==> src/rtl/alu_pkg.sv <==
// Shared ALU definitions: opcode encodings, legality check and the command payload.
package alu_pkg;

    localparam logic [2:0] OP_ADD = 3'b000;
    localparam logic [2:0] OP_SUB = 3'b001;
    localparam logic [2:0] OP_XOR = 3'b010;
    localparam logic [2:0] OP_AND = 3'b110;
    localparam logic [2:0] OP_OR  = 3'b111;

    typedef struct packed {
        logic [63:0] in1;
        logic [63:0] in2;
        logic [2:0]  op;
    } alu_cmd_t;

    function automatic logic op_legal(input logic [2:0] op);
        logic ok;
        case (op)
            OP_ADD, OP_SUB, OP_XOR, OP_AND, OP_OR: ok = 1'b1;
            default:                               ok = 1'b0;
        endcase
        return ok;
    endfunction

endpackage

==> src/rtl/alu_req_master_if.sv <==
// Host command, ALU request/result and host response channels of alu_req_master.
interface alu_req_master_if #(parameter int TAG_W = 4);

    logic             cmd_valid;
    logic             cmd_ready;
    logic [63:0]      cmd_in1;
    logic [63:0]      cmd_in2;
    logic [2:0]       cmd_op;
    logic             flush;
    logic [63:0]      alu_in1;
    logic [63:0]      alu_in2;
    logic [2:0]       alu_op;
    logic             alu_in_valid;
    logic             alu_in_ready;
    logic [63:0]      alu_res;
    logic             alu_out_valid;
    logic             alu_out_ready;
    logic             rsp_valid;
    logic             rsp_ready;
    logic [63:0]      rsp_res;
    logic [TAG_W-1:0] rsp_tag;
    logic [7:0]       err_cnt;
    logic             busy;

    modport master (
        input  cmd_valid, cmd_in1, cmd_in2, cmd_op, flush,
        input  alu_in_ready, alu_res, alu_out_valid, rsp_ready,
        output cmd_ready, alu_in1, alu_in2, alu_op, alu_in_valid,
        output alu_out_ready, rsp_valid, rsp_res, rsp_tag, err_cnt, busy
    );

    modport slave (
        output cmd_valid, cmd_in1, cmd_in2, cmd_op, flush,
        output alu_in_ready, alu_res, alu_out_valid, rsp_ready,
        input  cmd_ready, alu_in1, alu_in2, alu_op, alu_in_valid,
        input  alu_out_ready, rsp_valid, rsp_res, rsp_tag, err_cnt, busy
    );

endinterface

==> src/rtl/sync_fifo.sv <==
// Synchronous FIFO with wrap-bit pointers, combinational head read and same-cycle flush.
module sync_fifo #(
    parameter int WIDTH = 8,
    parameter int DEPTH = 4
) (
    input  logic             clk,
    input  logic             rstn,
    input  logic             flush,
    input  logic             push,
    input  logic [WIDTH-1:0] wdata,
    input  logic             pop,
    output logic [WIDTH-1:0] rdata,
    output logic             full,
    output logic             empty
);

    localparam int AW = $clog2(DEPTH);

    logic [WIDTH-1:0] mem [DEPTH];
    logic [AW:0]      wr_ptr;
    logic [AW:0]      rd_ptr;

    assign empty = (wr_ptr == rd_ptr);
    assign full  = (wr_ptr[AW] != rd_ptr[AW]) && (wr_ptr[AW-1:0] == rd_ptr[AW-1:0]);
    assign rdata = mem[rd_ptr[AW-1:0]];

    always_ff @(posedge clk) begin
        if (!rstn || flush) begin
            wr_ptr <= '0;
            rd_ptr <= '0;
        end else begin
            if (push && !full) wr_ptr <= wr_ptr + (AW+1)'(1);
            if (pop && !empty) rd_ptr <= rd_ptr + (AW+1)'(1);
        end
    end

    always_ff @(posedge clk) begin
        if (push && !full && !flush) mem[wr_ptr[AW-1:0]] <= wdata;
    end

endmodule

==> src/rtl/alu_req_master.sv <==
// ALU initiator: queues host commands, issues them one at a time, tags results in order
// and returns them through a response register; illegal opcodes are dropped and counted.
module alu_req_master
    import alu_pkg::*;
#(
    parameter int DEPTH = 4,
    parameter int TAG_W = 4
) (
    input  logic             clk,
    input  logic             rstn,
    alu_req_master_if.master bus
);

    alu_cmd_t         fifo_wdata;
    alu_cmd_t         fifo_rdata;
    logic             fifo_full;
    logic             fifo_empty;
    logic             push;
    logic             pop;
    logic             head_legal;
    logic             issue_hs;
    logic             res_hs;
    logic             out_ready;

    alu_cmd_t         iss_q;
    logic             iss_vld;
    logic [TAG_W-1:0] tag_cnt;
    logic [TAG_W-1:0] inflight_tag;
    logic             inflight;
    logic             rsp_vld;
    logic [63:0]      rsp_res_q;
    logic [TAG_W-1:0] rsp_tag_q;
    logic [7:0]       err_q;

    assign fifo_wdata    = '{in1: bus.cmd_in1, in2: bus.cmd_in2, op: bus.cmd_op};
    assign bus.cmd_ready = !fifo_full && !bus.flush;
    assign push          = bus.cmd_valid && bus.cmd_ready;

    sync_fifo #(.WIDTH($bits(alu_cmd_t)), .DEPTH(DEPTH)) u_fifo (
        .clk   (clk),
        .rstn  (rstn),
        .flush (bus.flush),
        .push  (push),
        .wdata (fifo_wdata),
        .pop   (pop),
        .rdata (fifo_rdata),
        .full  (fifo_full),
        .empty (fifo_empty)
    );

    // A flush cycle pops nothing: every entry still queued at that edge is discarded.
    assign issue_hs   = iss_vld && bus.alu_in_ready;
    assign pop        = !fifo_empty && !bus.flush && (!iss_vld || issue_hs);
    assign head_legal = op_legal(fifo_rdata.op);

    always_ff @(posedge clk) begin
        if (!rstn) begin
            iss_q   <= '0;
            iss_vld <= 1'b0;
        end else if (pop) begin
            iss_vld <= head_legal;
            if (head_legal) iss_q <= fifo_rdata;
        end else if (issue_hs) begin
            iss_vld <= 1'b0;
        end
    end

    always_ff @(posedge clk) begin
        if (!rstn)                                      err_q <= '0;
        else if (pop && !head_legal && err_q != 8'hFF)  err_q <= err_q + 8'd1;
    end

    // The ALU returns at most one result per issue, so one tag register tracks the in-flight op.
    always_ff @(posedge clk) begin
        if (!rstn) begin
            tag_cnt      <= '0;
            inflight_tag <= '0;
            inflight     <= 1'b0;
        end else if (issue_hs) begin
            inflight_tag <= tag_cnt;
            tag_cnt      <= tag_cnt + TAG_W'(1);
            inflight     <= 1'b1;
        end else if (res_hs) begin
            inflight     <= 1'b0;
        end
    end

    assign out_ready = !rsp_vld || bus.rsp_ready;
    assign res_hs    = bus.alu_out_valid && out_ready;

    always_ff @(posedge clk) begin
        if (!rstn) begin
            rsp_vld   <= 1'b0;
            rsp_res_q <= '0;
            rsp_tag_q <= '0;
        end else if (res_hs) begin
            rsp_vld   <= 1'b1;
            rsp_res_q <= bus.alu_res;
            rsp_tag_q <= inflight_tag;
        end else if (bus.rsp_ready) begin
            rsp_vld   <= 1'b0;
        end
    end

    assign bus.alu_in1       = iss_q.in1;
    assign bus.alu_in2       = iss_q.in2;
    assign bus.alu_op        = iss_q.op;
    assign bus.alu_in_valid  = iss_vld;
    assign bus.alu_out_ready = out_ready;
    assign bus.rsp_valid     = rsp_vld;
    assign bus.rsp_res       = rsp_res_q;
    assign bus.rsp_tag       = rsp_tag_q;
    assign bus.err_cnt       = err_q;
    assign bus.busy          = !fifo_empty || iss_vld || inflight || rsp_vld;

endmodule

==> src/flat_wrapper.sv <==
// flat-port wrapper written by rule: the top's interface ports become plain ports
module alu_req_master_flat import alu_pkg::*;
#(
    parameter int DEPTH = 4,
    parameter int TAG_W = 4
)
  (clk, rstn, bus_cmd_valid, bus_cmd_in1, bus_cmd_in2, bus_cmd_op, bus_flush, bus_alu_in_ready, bus_alu_res, bus_alu_out_valid, bus_rsp_ready, bus_cmd_ready, bus_alu_in1, bus_alu_in2, bus_alu_op, bus_alu_in_valid, bus_alu_out_ready, bus_rsp_valid, bus_rsp_res, bus_rsp_tag, bus_err_cnt, bus_busy);
  alu_req_master_if #(.TAG_W(TAG_W)) bus_i ();
  input  logic clk;
  input  logic rstn;
  input wire logic [$bits(bus_i.cmd_valid)-1:0] bus_cmd_valid;
  input wire logic [$bits(bus_i.cmd_in1)-1:0] bus_cmd_in1;
  input wire logic [$bits(bus_i.cmd_in2)-1:0] bus_cmd_in2;
  input wire logic [$bits(bus_i.cmd_op)-1:0] bus_cmd_op;
  input wire logic [$bits(bus_i.flush)-1:0] bus_flush;
  input wire logic [$bits(bus_i.alu_in_ready)-1:0] bus_alu_in_ready;
  input wire logic [$bits(bus_i.alu_res)-1:0] bus_alu_res;
  input wire logic [$bits(bus_i.alu_out_valid)-1:0] bus_alu_out_valid;
  input wire logic [$bits(bus_i.rsp_ready)-1:0] bus_rsp_ready;
  output wire logic [$bits(bus_i.cmd_ready)-1:0] bus_cmd_ready;
  output wire logic [$bits(bus_i.alu_in1)-1:0] bus_alu_in1;
  output wire logic [$bits(bus_i.alu_in2)-1:0] bus_alu_in2;
  output wire logic [$bits(bus_i.alu_op)-1:0] bus_alu_op;
  output wire logic [$bits(bus_i.alu_in_valid)-1:0] bus_alu_in_valid;
  output wire logic [$bits(bus_i.alu_out_ready)-1:0] bus_alu_out_ready;
  output wire logic [$bits(bus_i.rsp_valid)-1:0] bus_rsp_valid;
  output wire logic [$bits(bus_i.rsp_res)-1:0] bus_rsp_res;
  output wire logic [$bits(bus_i.rsp_tag)-1:0] bus_rsp_tag;
  output wire logic [$bits(bus_i.err_cnt)-1:0] bus_err_cnt;
  output wire logic [$bits(bus_i.busy)-1:0] bus_busy;
  assign bus_i.cmd_valid = bus_cmd_valid;
  assign bus_i.cmd_in1 = bus_cmd_in1;
  assign bus_i.cmd_in2 = bus_cmd_in2;
  assign bus_i.cmd_op = bus_cmd_op;
  assign bus_i.flush = bus_flush;
  assign bus_i.alu_in_ready = bus_alu_in_ready;
  assign bus_i.alu_res = bus_alu_res;
  assign bus_i.alu_out_valid = bus_alu_out_valid;
  assign bus_i.rsp_ready = bus_rsp_ready;
  assign bus_cmd_ready = bus_i.cmd_ready;
  assign bus_alu_in1 = bus_i.alu_in1;
  assign bus_alu_in2 = bus_i.alu_in2;
  assign bus_alu_op = bus_i.alu_op;
  assign bus_alu_in_valid = bus_i.alu_in_valid;
  assign bus_alu_out_ready = bus_i.alu_out_ready;
  assign bus_rsp_valid = bus_i.rsp_valid;
  assign bus_rsp_res = bus_i.rsp_res;
  assign bus_rsp_tag = bus_i.rsp_tag;
  assign bus_err_cnt = bus_i.err_cnt;
  assign bus_busy = bus_i.busy;
  alu_req_master #(.DEPTH(DEPTH), .TAG_W(TAG_W)) u_core (.clk(clk), .rstn(rstn), .bus(bus_i));
endmodule
==> config.mk <==
export PLATFORM = sky130hd
export DESIGN_NAME = alu_req_master_flat
export DESIGN_NICKNAME = d
export VERILOG_FILES = /design/src/rtl/alu_pkg.sv /design/src/rtl/alu_req_master_if.sv /design/src/rtl/sync_fifo.sv /design/src/rtl/alu_req_master.sv /design/src/flat_wrapper.sv
export SDC_FILE = /design/constraint.sdc
export NUM_CORES = 1
export LEC_CHECK = 0
export BUFFER_PORTS_ARGS = -buffer_cell sky130_fd_sc_hd__clkbuf_2
export CAP_MARGIN = 10
export CORE_MARGIN = 5
export CORE_UTILIZATION = 40
export DETAILED_ROUTE_END_ITERATION = 8
export HOLD_SLACK_MARGIN = 0.12
export PLACE_DENSITY = 0.67
export SLEW_MARGIN = 20
export SYNTH_ARGS = -nofsm -noshare
export SYNTH_HDL_FRONTEND = slang
export SYNTH_HIERARCHICAL = 1
export SYNTH_SLANG_ARGS = --single-unit
==> constraint.sdc <==
create_clock -name clk -period 7.7 [get_ports clk]
set_clock_uncertainty 0.1 [all_clocks]
set_input_delay 1.155 -clock clk [delete_from_list [all_inputs] [get_ports clk]]
set_output_delay 1.155 -clock clk [all_outputs]
set_load 0.02 [all_outputs]
# Yosys cells after proc, flatten, opt, wreduce, memory -nomap -nowiden
# Memories as Yosys holds them, arrays and structs flattened. A register that Yosys moved wholly into a read port is not among the register bits.
# Index checks and enable logic that the tools add are counted.
# op_classes
n_addsub,4
eq_ne,8
muxes,11
n_reduce_logical,31
# op_table
op,count
logical AND 1 bit,12
2-to-1 mux 1 bit,9
"adder 8 x 1 -> 8 bit, second input constant",1
"inequality test 8 bit, second input constant",1
zero test 1 bit,7
"adder 3 x 1 -> 3 bit, second input constant",2
"equality test 3 bit, second input constant",2
logical OR 1 bit,6
nonzero test 2 bit,3
OR reduction 5 bit,1
"adder 4 x 1 -> 4 bit, second input constant",1
2-to-1 mux 2 bit,2
"equality test 3 x 1 -> 1 bit, second input constant",1
"equality test 3 x 2 -> 1 bit, second input constant",1
equality test 3 bit,1
zero test 3 bit,1
equality test 2 bit,1
AND reduction 2 bit,1
inequality test 1 bit,1
# totals
ff_bits,224
ramBits,524
inputBits,202
out_inout_bits,212
word_cells,68
n_memories,1
# memory_table
name,words,word_bits,rd,rd_clocked_by_memory_dff,wr,line,source
u_core.u_fifo.mem,4,131,1,1,1,sync_fifo.sv:19,logic [WIDTH-1:0] mem [DEPTH];

# Depth between registers and ports, before layout
# logic_depth
ltp_word,9
ltp_mapped,10
depth_no_buf,8

# Cells and area by module
# The synthesis kept the hierarchy.
# by_module_without_submodules
mod,n_inst,cells_each,area_per_inst_um2,seq_area_each_um2
sync_fifo,1,752,19484.9,15895.2
alu_req_master,1,969,7696.1,4364.2

# Worst setup path after synthesis
# No wires, ideal clock.
# synth_path
path_kind,in2reg
startpoint,in bus_flush
endpoint,mem u_core/u_fifo/mem[0][0] (netlist bit) (enable)
setup_time_ns,0.506
arrival_ns,4.886
t_required_ns,7.094
path_slack_ns,2.207
path_stages,3
n_path_buf,0
cell_sequence,nor2_1 and2_1 and3_1
# synth_between
elab_chain_len,7
# synth_rtl
element,line,source
"start, declared",flat_wrapper.sv:15,input wire logic [$bits(bus_i.flush)-1:0] bus_flush;
zero test 1 bit,alu_req_master.sv:36,assign bus.cmd_ready = !fifo_full && !bus.flush;
logical AND 1 bit,alu_req_master.sv:36,
logical AND 1 bit,alu_req_master.sv:37,assign push = bus.cmd_valid && bus.cmd_ready;
via u_core.push,alu_req_master.sv:18,logic push;
logical AND 1 bit (2 in series),sync_fifo.sv:38,if (push && !full && !flush) mem[wr_ptr[AW-1:0]] <= wdata;
2-to-1 mux 1 bit,sync_fifo.sv:38,
2-to-1 mux 1 bit (not written as such),sync_fifo.sv:38,
"end, declared",sync_fifo.sv:19,
# The timed path passes the listed nets, and every way through them passes these cells.

==> summary.md <==
| Metric | Value |
|---|---|
| First-pass GRT wire length | 97.8 mm |
| DRC Markers | 0 |
| Reg2Reg Setup Slack | between 3 and 4 ns |
| Top Metal Used | met5 |
| PwrDens | ~260 nW/um^2 |
| First-pass iteration count of the detailed router | 5 |
| EDFF count, synth | 524 |
| Hold WS | 0.351 ns |
| Wire length on met1 | 25.5 mm |
| Global-route usage over all layers | 17.3% |
| Synthesized Nets | 1,930 |
| Final-report max-slew violation count | 0 |
| Rows | 95 |
| Area growth, synth to finish | 20.4% |
| Cell count after synthesis | around 1,700 |
| Worst Hold Path EP | u_core/bus.rsp_tag[0] |
| Hold Startpoint | u_core/bus.rsp_tag[0] |
| PortBufs | a little over 400 |
| Element type at the critical path start | register |
| Vias | 15,800 |
| Syn Std Cell Area | 27,200 um^2 |
| Routed wire length | 64.4 mm |
| Initial DRC count | between 900 and 1,000 |
| Synth cell types | 51 |
| Worst-case reg-to-reg path depth | 7 |
| Routability Congestion | 0.878 |
| # IOs | ~410 |
| Via-per-instance ratio | approximately 5 |
| CP required | 8.14 ns |
| Routed length on met2 | approximately 32 mm |
| Slew @ Worst Pin | 0.975 ns |
| Hold path depth | 2 |
| Synth Flop Type | edfxtp_1 |
| Yosys reg bits | 750 |
| Number of CTS-inserted buffers | 80 |
| RR Endpoint | u_core/bus.alu_in1[12] |
| Hold Vio Cnt, Final | 0 |
| Ratio of final minimum period to clock period | 54.5% |
| Synth async-reset ratio | 0% |
| Worst setup path category | reg2reg |
| Die height | 271 um |
| Clk buf depth | 3 |
| Core Box Area | 67,300 um^2 |
| # hold bufs at CTS | 0 |
| CTS Sinks | 750 |
| Ys Warns | 6 |
| WP data arrival | 4.63 ns |
| Worst vdd ir | roughly 0.23 mV |
| CP Max Fanout | 84 |
| Leakage | 11.3 nW |
| Starting Density | between 40% and 50% |
| Fmax | roughly 0.24 GHz |
| Hold crit path type | reg2reg |
| Die Area | roughly 73,000 um^2 |
| Clock tree from TritonCTS | yes |
| Die width | ~270 um |
| Relative slew slack | 35.0% |
| Antenna viol nets, final | 0 |
| Post-CTS setup buffer count | 0 |
| Max Cap Viol | 0 |
| Setup TNS | 0 ns |
| Wirelength per Cell | 21.0 um |
| DP Wirelength | 38.8 mm |
| Post-CTS Resized | 0 |
| Sequential share of the synthesized area | 74.5% |
| Vias in the first global route | ~16,000 |
| NumNets Final | 2,341 |
| Final Critical Period | 4.19 ns |
| Syn Area/Cell | about 16 um^2 |
| Clk_lat worst skew | roughly 0.62 ns |
| Antenna violations before repair | 9 |
| Share of layout cells above drive strength 1 | a little under a third |
| Critical path capture point type | register |
| Clock transition at path regs | about 0.060 ns |
| Clk root buf | clkbuf_16 |
| RSZ-0062 raised after global routing | false |
| Htree depth | 3 |
| Final Setup Violations | 0 |
| Largest net degree at the start of global routing | approximately 130 |
| WL met3 | 4.95 mm |
| Status | finished, final reports clean |
| Overflow after GRT | 0 |
-- layout by cell type (no fill, tap or decap), types with 4 or more instances in the layout --
cell type / netlist / layout
mux4_2: 131 / 131
edfxtp_1: 524 / 524
xor2_1: 5 / 5
nand2b_1: 6 / 6
and3_1: 8 / 4
nor2_1: 8 / 8
bufinv_16: 0 / 7
nand2_1: 417 / 416
buf_4: 10 / 11
and3_4: 0 / 4
o211ai_1: 4 / 4
clkbuf_16: 0 / 80
a31oi_1: 5 / 5
clkinvlp_4: 0 / 4
nand4_1: 4 / 4
clkbuf_2: 0 / 413
inv_6: 0 / 6
nand3_1: 5 / 5
inv_1: 6 / 6
xnor2_1: 4 / 4
dfxtp_1: 226 / 224
a21oi_1: 216 / 216
clkbuf_8: 0 / 13
clkbuf_1: 44 / 20
ha_1: 7 / 7
clkinv_2: 0 / 11
o21ai_1: 4 / 4
-- metrics by stage --
| step | util, % | setup WS (ns) | total power, mW | cell area, um^2 | cells |
|---|---|---|---|---|---|
| CTS | 48.6 | 3.17 | 8.67 | 32700 | 3071 |
| detailed placement | 44.6 | 3.17 | 4.78 | 30000 | 2923 |
| global route | 48.6 | 3.24 | 8.89 | 32700 | 3071 |
| finish | 48.7 | 3.51 | 8.56 | 32700 | 3073 |
| floorplan | - | 2.21 | 4.63 | 27200 | 1721 |
| global placement | 44.6 | 3.17 | 4.77 | 30000 | 2923 |
-- synthesized netlist by cell type, types with 3 or more instances --
cell,n,area [um^2]
a21oi_1,216,1080
a31oi_1,5,31.3
and2_1,4,25.0
and3_1,8,50.1
buf_2,34,170
buf_4,10,75.1
buf_6,11,124
clkbuf_1,44,165
dfxtp_1,226,4520
edfxtp_1,524,15700
ha_1,7,87.6
inv_1,6,22.5
mux4_2,131,2950
nand2_1,417,1570
nand2b_1,6,37.5
nand3_1,5,25.0
nand4_1,4,25.0
nor2_1,8,30.0
nor4bb_1,3,30.0
o211ai_1,4,30.0
o21ai_1,4,20.0
or3_1,3,18.8
or4_1,3,22.5
xnor2_1,4,35.0
xor2_1,5,43.8
-- critical path, cell delays in order (launching register included) --
cell       delay, ns
dfxtp_4         0.78
buf_4           0.69
mux4_2          0.50
o2111ai_4       0.30
buf_4           0.50
buf_6           0.71
nand2_1         0.19
a21oi_1         0.18
-- logic make-up (layout without fill, tap and decap cells) --
group / after synthesis / in the layout / share of synthesized area, %
flops: 750 / 750 / 74.5
other cells: 0 / 2 / 0
buf+inv: 106 / 583 / 2.06
simple gates: 474 / 474 / 7.14
fa+ha+maj: 7 / 7 / 0.322
compound gates: 243 / 243 / 4.76
mux: 132 / 132 / 10.9
xor+xnor: 9 / 9 / 0.290
-- layer usage --
metal / vias to the layer above / global-route usage [%]
li1: 7257 / -
met1: 7856 / 21.1
met2: 544 / 29.8
met3: 117 / 5.43
met4: 14 / 4.97
met5: - / 0
-- worst max path at each step --
stage / startpoint / to / cells past startpoint / slack (ns)
after CTS: register / u_core/bus.alu_in2[3] / 7 / 3.17
final: register / u_core/bus.alu_in1[12] / 7 / 3.51
after floorplan: bus_flush / u_core/u_fifo/mem[0][0] / 3 / 2.21
after global routing: register / u_core/bus.alu_in1[12] / 8 / 3.24
after detailed placement: register / u_core/bus.alu_in1[9] / 7 / 3.17
after global placement: register / u_core/bus.alu_in1[13] / 7 / 3.17
-- layout make-up --
| class | count | area [um^2] |
|---|---|---|
| Sequential cell | 750 | 20300 |
| Clock inverter | 35 | 467 |
| Timing Repair Buffer | 428 | 2200 |
| Inverter | 7 | 31.3 |
| Tap cell | 873 | 1090 |
| Fill cell | 5695 | 34500 |
| Antenna cell | 2 | 5.00 |
| Multi-Input combinational cell | 865 | 6410 |
| Clock buffer | 113 | 2260 |
-- sequential cells by signal (all words and copies together), names as in the netlist, named ones only --
register / flops
u_core/bus.alu_in1: 64
u_core/bus.alu_in2: 64
u_core/bus.alu_in_valid: 1
u_core/bus.alu_op: 3
u_core/bus.err_cnt: 8
u_core/bus.rsp_res: 64
u_core/bus.rsp_tag: 4
u_core/bus.rsp_valid: 1
u_core/inflight: 1
u_core/inflight_tag: 4
u_core/tag_cnt: 4
u_core/u_fifo/mem: 524
u_core/u_fifo/rd_ptr: 3
u_core/u_fifo/wr_ptr: 3
-- power by group --
group | internal, mW | leakage, nW | total [mW] | switching, mW
registers | 4.37 | 6.57 | 4.39 | 0.0253
logic | 0.102 | 3.41 | 0.297 | 0.195
clock network | 2.31 | 1.32 | 3.86 | 1.55
total | 6.78 | 11.3 | 8.56 | 1.77
No activity file was read; power rests on OpenSTA's default activity.
